===== src/rtl/vend_ctrl.sv =====
// -----------------------------------------------------------------------------
// vend_ctrl
// -----------------------------------------------------------------------------
// Sequencing controller for the coin-operated vending datapath. It accumulates
// coin deposits, fires a single-cycle dispense strobe once the price is
// reached, and then pays out any change one coin per cycle (dimes first, then
// a nickel). A customer cancel, or an inactivity timeout while collecting,
// refunds the full deposit through the same change path. Coins offered while
// a sale or refund is being paid out are rejected and not counted.
//
// Parameters
//   PRICE    item price in cents (multiple of 5, 5..40)
//   TIMEOUT  idle cycles in COLLECT before an automatic refund (>= 2)
//   CNT_W    timeout counter width, 2**CNT_W > TIMEOUT
//
// Ports
//   clk_i            system clock, rising edge
//   rst_i            synchronous active-high reset
//   nickle_i         5-cent coin strobe (highest priority)
//   dime_i           10-cent coin strobe
//   quarter_i        25-cent coin strobe (lowest priority)
//   cancel_i         cancel request, sampled every cycle
//   deposit_o        accumulated deposit in cents (deposit register)
//   soda_o           dispense strobe, one cycle per sale
//   change_nickel_o  pay one 5-cent coin this cycle
//   change_dime_o    pay one 10-cent coin this cycle
//   reject_o         a coin offered this cycle is not accepted (combinational)
//   busy_o           a sale or refund is being paid out
// -----------------------------------------------------------------------------
module vend_ctrl #(
    parameter int PRICE   = 20,
    parameter int TIMEOUT = 1000,
    parameter int CNT_W   = 10
) (
    input  logic       clk_i,
    input  logic       rst_i,
    input  logic       nickle_i,
    input  logic       dime_i,
    input  logic       quarter_i,
    input  logic       cancel_i,
    output logic [5:0] deposit_o,
    output logic       soda_o,
    output logic       change_nickel_o,
    output logic       change_dime_o,
    output logic       reject_o,
    output logic       busy_o
);

    localparam logic [5:0]       PRICE_C  = 6'(PRICE);
    localparam logic [CNT_W-1:0] TMO_LAST = CNT_W'(TIMEOUT - 1);

    typedef enum logic [1:0] {
        S_IDLE     = 2'd0,
        S_COLLECT  = 2'd1,
        S_DISPENSE = 2'd2,
        S_CHANGE   = 2'd3
    } state_t;

    state_t           state_q, state_d;
    logic [5:0]       deposit_q, deposit_d;
    logic [5:0]       change_q, change_d;
    logic [CNT_W-1:0] cnt_q, cnt_d;

    logic [5:0]       coin_val;
    logic             coin_any;
    logic             coin_multi;

    // Value of the single coin accepted this cycle, honouring the
    // nickel > dime > quarter priority. Zero when no strobe is present.
    function automatic logic [5:0] coin_value(input logic n, input logic d, input logic q);
        logic [5:0] v;
        v = 6'd0;
        if (n) begin
            v = 6'd5;
        end else if (d) begin
            v = 6'd10;
        end else if (q) begin
            v = 6'd25;
        end
        return v;
    endfunction

    assign coin_val   = coin_value(nickle_i, dime_i, quarter_i);
    assign coin_any   = nickle_i | dime_i | quarter_i;
    // Only one coin is taken per cycle; any extra strobe is a reject.
    assign coin_multi = (nickle_i & dime_i) | (nickle_i & quarter_i) | (dime_i & quarter_i);

    // -------------------------------------------------------------------------
    // Next-state and output decode
    // -------------------------------------------------------------------------
    always_comb begin
        state_d         = state_q;
        deposit_d       = deposit_q;
        change_d        = change_q;
        cnt_d           = cnt_q;
        soda_o          = 1'b0;
        change_nickel_o = 1'b0;
        change_dime_o   = 1'b0;
        reject_o        = 1'b0;
        busy_o          = 1'b0;

        case (state_q)
            S_IDLE: begin
                // Cancel means nothing with an empty deposit.
                reject_o = coin_multi;
                if (coin_any) begin
                    deposit_d = coin_val;
                    cnt_d     = '0;
                    state_d   = (coin_val >= PRICE_C) ? S_DISPENSE : S_COLLECT;
                end
            end

            S_COLLECT: begin
                if (cancel_i) begin
                    // Cancel wins over any coin offered in the same cycle.
                    reject_o  = coin_any;
                    change_d  = deposit_q;
                    deposit_d = 6'd0;
                    cnt_d     = '0;
                    state_d   = S_CHANGE;
                end else if (coin_any) begin
                    reject_o  = coin_multi;
                    deposit_d = deposit_q + coin_val;
                    cnt_d     = '0;
                    if (deposit_d >= PRICE_C) begin
                        state_d = S_DISPENSE;
                    end
                end else if (cnt_q == TMO_LAST) begin
                    // Inactivity timeout refunds exactly like a cancel.
                    change_d  = deposit_q;
                    deposit_d = 6'd0;
                    cnt_d     = '0;
                    state_d   = S_CHANGE;
                end else begin
                    cnt_d = cnt_q + 1'b1;
                end
            end

            S_DISPENSE: begin
                soda_o    = 1'b1;
                busy_o    = 1'b1;
                reject_o  = coin_any;
                change_d  = deposit_q - PRICE_C;
                deposit_d = 6'd0;
                state_d   = (change_d != 6'd0) ? S_CHANGE : S_IDLE;
            end

            S_CHANGE: begin
                busy_o   = 1'b1;
                reject_o = coin_any;
                // All amounts are multiples of 5, so this never underflows.
                if (change_q >= 6'd10) begin
                    change_dime_o = 1'b1;
                    change_d      = change_q - 6'd10;
                end else begin
                    change_nickel_o = 1'b1;
                    change_d        = change_q - 6'd5;
                end
                if (change_d == 6'd0) begin
                    state_d = S_IDLE;
                end
            end

            default: begin
                state_d   = S_IDLE;
                deposit_d = 6'd0;
                change_d  = 6'd0;
                cnt_d     = '0;
            end
        endcase
    end

    // -------------------------------------------------------------------------
    // State registers
    // -------------------------------------------------------------------------
    always_ff @(posedge clk_i) begin
        if (rst_i) begin
            state_q   <= S_IDLE;
            deposit_q <= 6'd0;
            change_q  <= 6'd0;
            cnt_q     <= '0;
        end else begin
            state_q   <= state_d;
            deposit_q <= deposit_d;
            change_q  <= change_d;
            cnt_q     <= cnt_d;
        end
    end

    assign deposit_o = deposit_q;

endmodule

===== config.mk =====
export PLATFORM = sky130hd
export DESIGN_NAME = vend_ctrl
export DESIGN_NICKNAME = d
export VERILOG_FILES = /design/src/rtl/vend_ctrl.sv
export SDC_FILE = /design/constraint.sdc
export NUM_CORES = 1
export LEC_CHECK = 0
export ABC_AREA = 1
export BUFFER_PORTS_ARGS = -buffer_cell sky130_fd_sc_hd__buf_2
export CORE_UTILIZATION = 40
export CTS_CLUSTER_DIAMETER = 120
export DETAILED_ROUTE_END_ITERATION = 10
export PLACE_DENSITY = 0.64
export REMOVE_ABC_BUFFERS = 1
export SLEW_MARGIN = 5
export SYNTH_ARGS = -nofsm -noshare
export SYNTH_HDL_FRONTEND = slang
export SYNTH_SLANG_ARGS = --single-unit

===== constraint.sdc =====
create_clock -name clk_i -period 6.3 [get_ports clk_i]
set_input_delay 1.26 -clock clk_i [delete_from_list [all_inputs] [get_ports clk_i]]
set_output_delay 1.26 -clock clk_i [all_outputs]
set_load 0.01 [all_outputs]

**Word level (Yosys, flattened, before mapping)**

Cells that the tools add are included.

- Bits in registers: 24
- Output and inout bits: 11
- Logic and storage cells: 77

- Add/sub/neg operators: 5
- $lt $le $gt $ge: 3
- Equality and inequality tests: 10
- Mux-type cells: 37
- Bitwise logic cells: 7
- Reductions and logical operators: 11

Operators with widths:

| kind | number |
|---|---|
| $mux W6 | 9 |
| $mux W10 | 4 |
| $pmux W6 S3 | 2 |
| $pmux W10 S2 | 1 |
| $mux W2 | 8 |
| $mux W5 | 3 |
| $ge A6 B5 Y1 const B | 2 |
| $add A10 B1 Y10 const B | 1 |
| $eq A10 B10 Y1 const B | 1 |
| $mux W1 | 8 |
| $ne A4 B4 Y1 const B | 2 |
| $pmux W2 S4 | 1 |
| $add A6 B6 Y6 | 1 |
| $ge A6 B4 Y1 const B | 1 |
| $logic_not A6 Y1 | 1 |
| $ne A3 B3 Y1 const B | 2 |
| $reduce_and A3 Y1 | 2 |
| $reduce_bool A3 Y1 | 2 |
| $reduce_bool A6 Y1 | 1 |
| $sub A6 B3 Y6 const B | 1 |
| $sub A6 B4 Y6 const B | 1 |
| $sub A6 B5 Y6 const B | 1 |
| $eq A2 B2 Y1 const B | 2 |
| $ne A2 B2 Y1 const B | 2 |
| other kinds (9) | 14 |

**Logic depth before layout (Yosys ltp)**

Gate-level depths: netlist of run 1.

- Word-level depth: 9
- Mapped depth: 17

**Worst setup path before layout of run 1**

No wires, ideal clock.

- Path type: input-to-output
- Start point: input quarter_i
- End point: output reject_o
- Data arrival time: 1763 ps
- Path slack: 3277 ps
- Stages on the path: 4
- Cell sequence: nor2_1 -> nand2_4 -> nand3_1 -> o21ai_0

- Longest elaborated chain between the ends: 6
- Elaborated cells on any way between the ends: 8
- Those cells by class: mux (3); bitwise (5)

RTL lines:

| what | RTL line | source |
|---|---|---|
| start: declaration | 39 | `input logic quarter_i,` |
| $and A1 B1 Y1 | 86 | `assign coin_multi = (nickle_i & dime_i) \| (nickle_i & quarter_i) \| (dime_i & quarter_i);` |
| $or A1 B1 Y1 (2 in a row) | 86 |  |
| $mux W1 | 121 | `end else if (coin_any) begin` |
| $mux W1 | 114 | `if (cancel_i) begin` |
| $pmux W1 S3 * | 102 | `case (state_q)` |
| end: declaration | 45 | `output logic reject_o,` |

Every way passes the cells marked *; elsewhere a longest branch is shown, timed or not.

**Worst setup path after layout of run 1**

Ends and elaborated chain as after synthesis.

==> summary.md, run 1 <==
| Metric | Value |
|---|---|
| Number of iterations in the first detailed-routing pass | `4` |
| RSZ-0062 raised after global routing | `no` |
| Grt ovf | `0` |
| NumNets Final | `369` |
| Num CTS Buffers | `3` |
| Critical Path Slowest Stage Cell | `nor2_1` |
| PostCTS Resize Cnt | `0` |
| Root Driver | `clkbuf_8` |
| Post-synth EDFFs | `0` |
| HP Class | `register to register` |
| Setup bufs post-CTS | `0` |
| Cell with the most instances on the worst path | `buf_2` |
| Part of the power in the clock network | `14.0%` |
| Post-synthesis sequential area ratio | `23.4%` |
| Crit-path cells | `buf_2 > nor2_1 > nand2_4 > nand3_1 > o21ai_0 > buf_2` |
| Hold Fails Final Rpt | `0` |
| LEAKAGE | `~1.1 nW` |
| Switching power | `roughly 0.5 mW` |
| Slew Limit Fails | `0` |
| Met3 routed WL | `approximately 140 um` |
| Max Cap Viol | `0` |
| Final setup fails | `0` |
| Distinct cell type count after synthesis | `35` |
| Global-route wire length before repair | `about 7.8 mm` |
| Worst-Skew Late Latency | `between 200 and 300 ps` |
| Top sig layer | `met4` |
| Final HPWL DP | `between 3 and 4 mm` |
| Chip height | `roughly 74 um` |
| Drt drc | `0` |
| Via/cell ratio | `approximately 5` |
| Post-synth top cells | `78 x nand2_1, 52 x inv_1, 36 x nor2_1` |
| Internal power | `just under 0.5 mW` |
| Initial antenna violation count | `0` |
| Max rail drop VDD | `~0.17 mV` |
| Via Count | `roughly 2000` |
| Largest area contributor in the netlist | `dfxtp_1` |
| #FFs+latches synth | `24` |
| Antenna Violating Nets Remaining | `0` |
| WS Path Type | `primary input to output port` |
| Critical path peak fanout | `7` |
| Layout cells sized above 1 | `roughly a tenth` |
| Switching share of power | `approximately half` |
| CTS max path bufs | `2` |
| ANT cells | `0` |
| I/O pins | `17` |
| Synth-to-layout area growth | `11.1%` |
| Core Area | `~4800 um2` |
| Largest net degree at the start of global routing | `15` |
| Number of core rows | `25` |
| Pwr Density | `about 430 nW/um2` |
| CP endpoint kind | `output port` |
| Synth warnings | `0` |
| Async set or reset register ratio after synthesis | `0%` |
| Count leader, synth | `nand2_1` |
| Clock-pin slew on the worst setup and hold paths | `approximately 90 ps` |
| Fin crit share | `52.2%` |
| Worst EP arrival | `roughly 2000 ps` |
| Source of the worst hold timing path | `cnt_q[7]` |
| Hold-fix buffers, CTS | `0` |
| FF-to-FF path depth | `14` |
| Combinational group share of total power | `61.7%` |
| Initial Util | `between 40% and 50%` |
| Flop2flop setup slack | `a little over 4000 ps` |
| M1 WL | `~2.4 mm` |
| Syn Area/Cell | `between 6 and 7 um2` |
| Top-area cell type share of the netlist area | `between 20% and 30%` |
| Placer Congestion | `approximately 0.85` |
| Fmax | `between 0.3 and 0.4 GHz` |
| Total negative slack | `0 ps` |
| Die width | `73.6 um` |
| Drt initial violations | `67` |
| Finished Core Util | `a little under half` |
| WHS | `~470 ps` |
| Mapped Cells | `approximately 330` |
| Worst-margin pin slew | `about 470 ps` |
| CTS tree | `yes` |
| DRT Wirelength | `approximately 4.6 mm` |
| Outcome | `finished, final reports clean` |
| Hold path cells | `1` |
| RR Startpoint | `deposit_o[0]` |
| Crit path largest cell delay | `approximately 220 ps` |
| Met2 routed WL | `between 2 and 2.5 mm` |
| Mapped Area | `2050 um2` |
| Final Critical Period | `about 3300 ps` |
| Vias in the first global route | `between 1500 and 2000` |
| GRT Total Usage | `between 10% and 20%` |
| Max H-tree Level | `1` |
| Worst Path Required | `just over 5000 ps` |
| Synth top area cells | `dfxtp_1 23%, nand2_1 14%, ha_1 11%` |
| Startpoint class of the critical path | `primary input` |
| Port buffer count | `16` |
| Die Area | `between 5000 and 6000 um2` |
| RR Endpoint | `state_q[1]` |
| Flop pwr share | `between 20% and 30%` |
| Num Clock Sinks | `24` |
| Max-slew headroom | `between 60 and 70%` |
| Synth Flop Type | `dfxtp_1` |
| Drt wl/cell | `between 10 and 15 um` |
| Hold EP | `cnt_q[7]` |
| Worst Clk Skew | `about 4.8 ps` |
## final cells by class
| cell class | count | area, um2 |
|---|---|---|
| Clock buffer | 3 | 41.3 |
| Fill cell | 545 | 2540 |
| Tap cell | 67 | 83.8 |
| Timing Repair Buffer | 16 | 80.1 |
| Sequential cell | 24 | 480 |
| Clock inverter | 1 | 30.0 |
| Multi-Input combinational cell | 244 | 1350 |
| Inverter | 55 | 209 |
## cells by family after synthesis
family | synth area share, %
flops | 23.4
simple gates | 36.5
compound gates | 14.9
xor+xnor | 2.56
fa+ha+maj | 12.0
buf+inv | 10.6
## through the flow
stage | setup slack [ps] | power, mW | instances | area (um2)
floorplan | 3280 | 0.703 | 323 | 2040
global placement | 3020 | 0.842 | 406 | 2210
detailed placement | 2980 | 0.845 | 406 | 2210
CTS | 3020 | 0.986 | 410 | 2280
global route | 2950 | 1.09 | 410 | 2280
finish | 3010 | 0.982 | 410 | 2280
## state kept, by name, summed over array words and instances, names as in the netlist
register,count
change_q,6
cnt_q,10
deposit_o,6
state_q,2
## critical path: cells and delay by family
kind / cells / cell delay, ps
and+or+nand+nor: 3 / 430
buffers and inverters: 2 / 270
AOI/OAI and AO/OA: 1 / 80
## worst max-delay path by stage
stage / from / end / slack [ps] / cells past startpoint
final: quarter_i / reject_o / 3010 / 6
after global routing: quarter_i / reject_o / 2950 / 6
after CTS: quarter_i / reject_o / 3020 / 6
after floorplan: quarter_i / reject_o / 3280 / 4
after detailed placement: dime_i / state_q[1] / 2980 / 18
after global placement: dime_i / state_q[1] / 3020 / 18
## power by group through the flow
| stage | Combinational, mW | Clock, mW | Sequential [mW] |
|---|---|---|---|
| final | 0.606 | 0.137 | 0.239 |
| after global routing | 0.700 | 0.145 | 0.245 |
| after CTS | 0.607 | 0.140 | 0.239 |
| after detailed placement | 0.603 | 0 | 0.242 |
| after global placement | 0.601 | 0 | 0.241 |
| after floorplan | 0.471 | 0 | 0.232 |
## layout by cell type (no fill, tap or decap), types with 3 or more instances in the layout
| cell | n |
|---|---|
| a21oi_1 | 24 |
| nor2_1 | 36 |
| ha_1 | 18 |
| o21a_1 | 3 |
| nand2_1 | 78 |
| xnor2_1 | 3 |
| inv_1 | 52 |
| dfxtp_1 | 24 |
| nand3_1 | 23 |
| xor2_1 | 3 |
| nor3_1 | 8 |
| o21ai_0 | 15 |
| clkbuf_8 | 3 |
| buf_2 | 16 |
| nand4_1 | 5 |
| o211ai_1 | 3 |
| o22ai_1 | 3 |
## metal layers
layer,track usage (%),vias to the layer above
li1,-,1087
met1,24.9,881
met2,30.2,31
met3,1.92,5
met4,5.56,0
met5,0,-
(Power assumes the default switching activity.)
==> inputs of run 2 (changes only) <==
- clock period: 6.3 -> 3.1 ns (I/O delays scaled with it)
==> summary.md, run 2 (same netlist as run 1, synthesis figures left out) <==
| Metric | Value |
|---|---|
| Outcome | `finished, final reports clean` |
| Startpoint class of the critical path | `register` |
| Fmax | `approximately 0.42 GHz` |
| Num CTS Buffers | `3` |
| Drt wl/cell | `approximately 11 um` |
| Hold Fails Final Rpt | `0` |
| Core Area | `just under 5000 um2` |
| WS Path Type | `register to output port` |
| Critical Path Slowest Stage Cell | `dfxtp_1` |
| Hold-fix buffers, CTS | `0` |
| DRT Wirelength | `around 4.7 mm` |
| Max rail drop VDD | `slightly below 0.4 mV` |
| Largest net degree at the start of global routing | `15` |
| Worst-Skew Late Latency | `around 270 ps` |
| ANT cells | `0` |
| Vias in the first global route | `around 1900` |
| Largest register by flop count | `cnt_q` |
| Drt initial violations | `73` |
| HP Class | `register to register` |
| Finished Core Util | `between 40% and 50%` |
| Placer Congestion | `0.884` |
| Most frequent cells in the layout | `78 x nand2_1, 52 x inv_1, 36 x nor2_1` |
| NumNets Final | `370` |
| Worst EP arrival | `roughly 1800 ps` |
| Die width | `roughly 74 um` |
| Pwr Density | `876 nW/um2` |
| Placed cells | `just over 400` |
| Worst-margin pin slew | `roughly 370 ps` |
| Max Cap Viol | `0` |
| Global-route wire length before repair | `8.17 mm` |
| Final Critical Period | `2390 ps` |
| LEAKAGE | `about 1.1 nW` |
| CP endpoint kind | `output port` |
| CTS max path bufs | `2` |
| Total negative slack | `0 ps` |
| Max H-tree Level | `1` |
| Synth-to-layout area growth | `11.5%` |
| Port buffer count | `16` |
| Final setup fails | `0` |
| Worst Path Required | `roughly 2500 ps` |
| Setup bufs post-CTS | `0` |
| Clock-pin slew on the worst setup and hold paths | `approximately 90 ps` |
| Worst Clk Skew | `4.36 ps` |
| Crit path largest cell delay | `a little under 400 ps` |
| Critical path peak fanout | `7` |
| Number of iterations in the first detailed-routing pass | `4` |
| Placed inst area | `2210 um2` |
| Layout cells sized above 1 | `between 10% and 20%` |
| RSZ-0062 raised after global routing | `no` |
| GRT Total Usage | `roughly a fifth` |
| Final HPWL DP | `roughly 3.8 mm` |
| Initial Util | `42.6%` |
| Root Driver | `clkbuf_8` |
| Max-slew headroom | `between 70% and 80%` |
| FF-to-FF path depth | `14` |
| Num Clock Sinks | `24` |
| Antenna Violating Nets Remaining | `0` |
| Via/cell ratio | `between 4 and 5` |
| Max reg flops | `10` |
| Number of core rows | `25` |
| Fin area | `roughly 2300 um2` |
| Slew Limit Fails | `0` |
| CTS tree | `yes` |
| Non-Filler Instances | `just over 400` |
| Initial antenna violation count | `0` |
| Crit-path cells | `inv_1 > ha_1 > nor2_1 > nand2_1 > nand3_1 > o21ai_0 > buf_2` |
| Chip height | `73.6 um` |
| Grt ovf | `0` |
| I/O pins | `17` |
| Commonest non-fill, non-tap cell in the layout | `nand2_1` |
| Die Area | `around 5400 um2` |
| Hold path cells | `1` |
| Drt drc | `0` |
| Via Count | `about 2000` |
| Fin crit share | `roughly 77%` |
| PostCTS Resize Cnt | `0` |
run 2: area by class of cell:
class | instances | area, um2
clock buffer | 3 | 41.3
clock inverter | 1 | 30.0
fill | 531 | 2530
inverter | 55 | 209
multi-input combinational | 244 | 1350
sequential | 24 | 480
tap | 67 | 83.8
timing repair buffer | 17 | 87.6
run 2: metrics by stage:
step	setup WS (ps)	hold WS, ps	total power, mW
global placement	539	452	1.72
finish	712	475	2.00
floorplan	792	441	1.43
global route	498	491	2.24
detailed placement	472	456	1.73
CTS	692	479	2.02
run 2: worst max-delay path: cells and delay by family (launching register included):
| kind | cells | cell delay [ps] |
|---|---|---|
| and+or+nand+nor | 3 | 490 |
| DFF | 1 | 390 |
| adders and majority gates | 1 | 300 |
| buffers and inverters | 2 | 250 |
| AOI/OAI and AO/OA | 1 | 70 |
run 2: path summary, 6_finish.rpt:
path                startpoint  slack, ps          to
hold / removal        cnt_q[7]        470    cnt_q[7]
setup reg to reg  deposit_o[0]        890  state_q[1]
setup / recovery    state_q[0]        710    reject_o
hold reg to reg       cnt_q[7]        470    cnt_q[7]
run 2: power breakdown:
group	switching (mW)	internal [mW]	leakage, nW
Combinational	0.797	0.438	0.872
Clock	0.111	0.173	0.0357
Sequential	0.100	0.383	0.196
run 2: routing by layer:
| metal | GRT usage, % | part of all wire [%] | routed length, um |
|---|---|---|---|
| met1 | 25.7 | 50 | 2350 |
| met2 | 32.6 | 45 | 2110 |
| met3 | 2.33 | 3.4 | 160 |
| met4 | 6.20 | 0.62 | 29 |
| met5 | 0 | 0 | 0 |
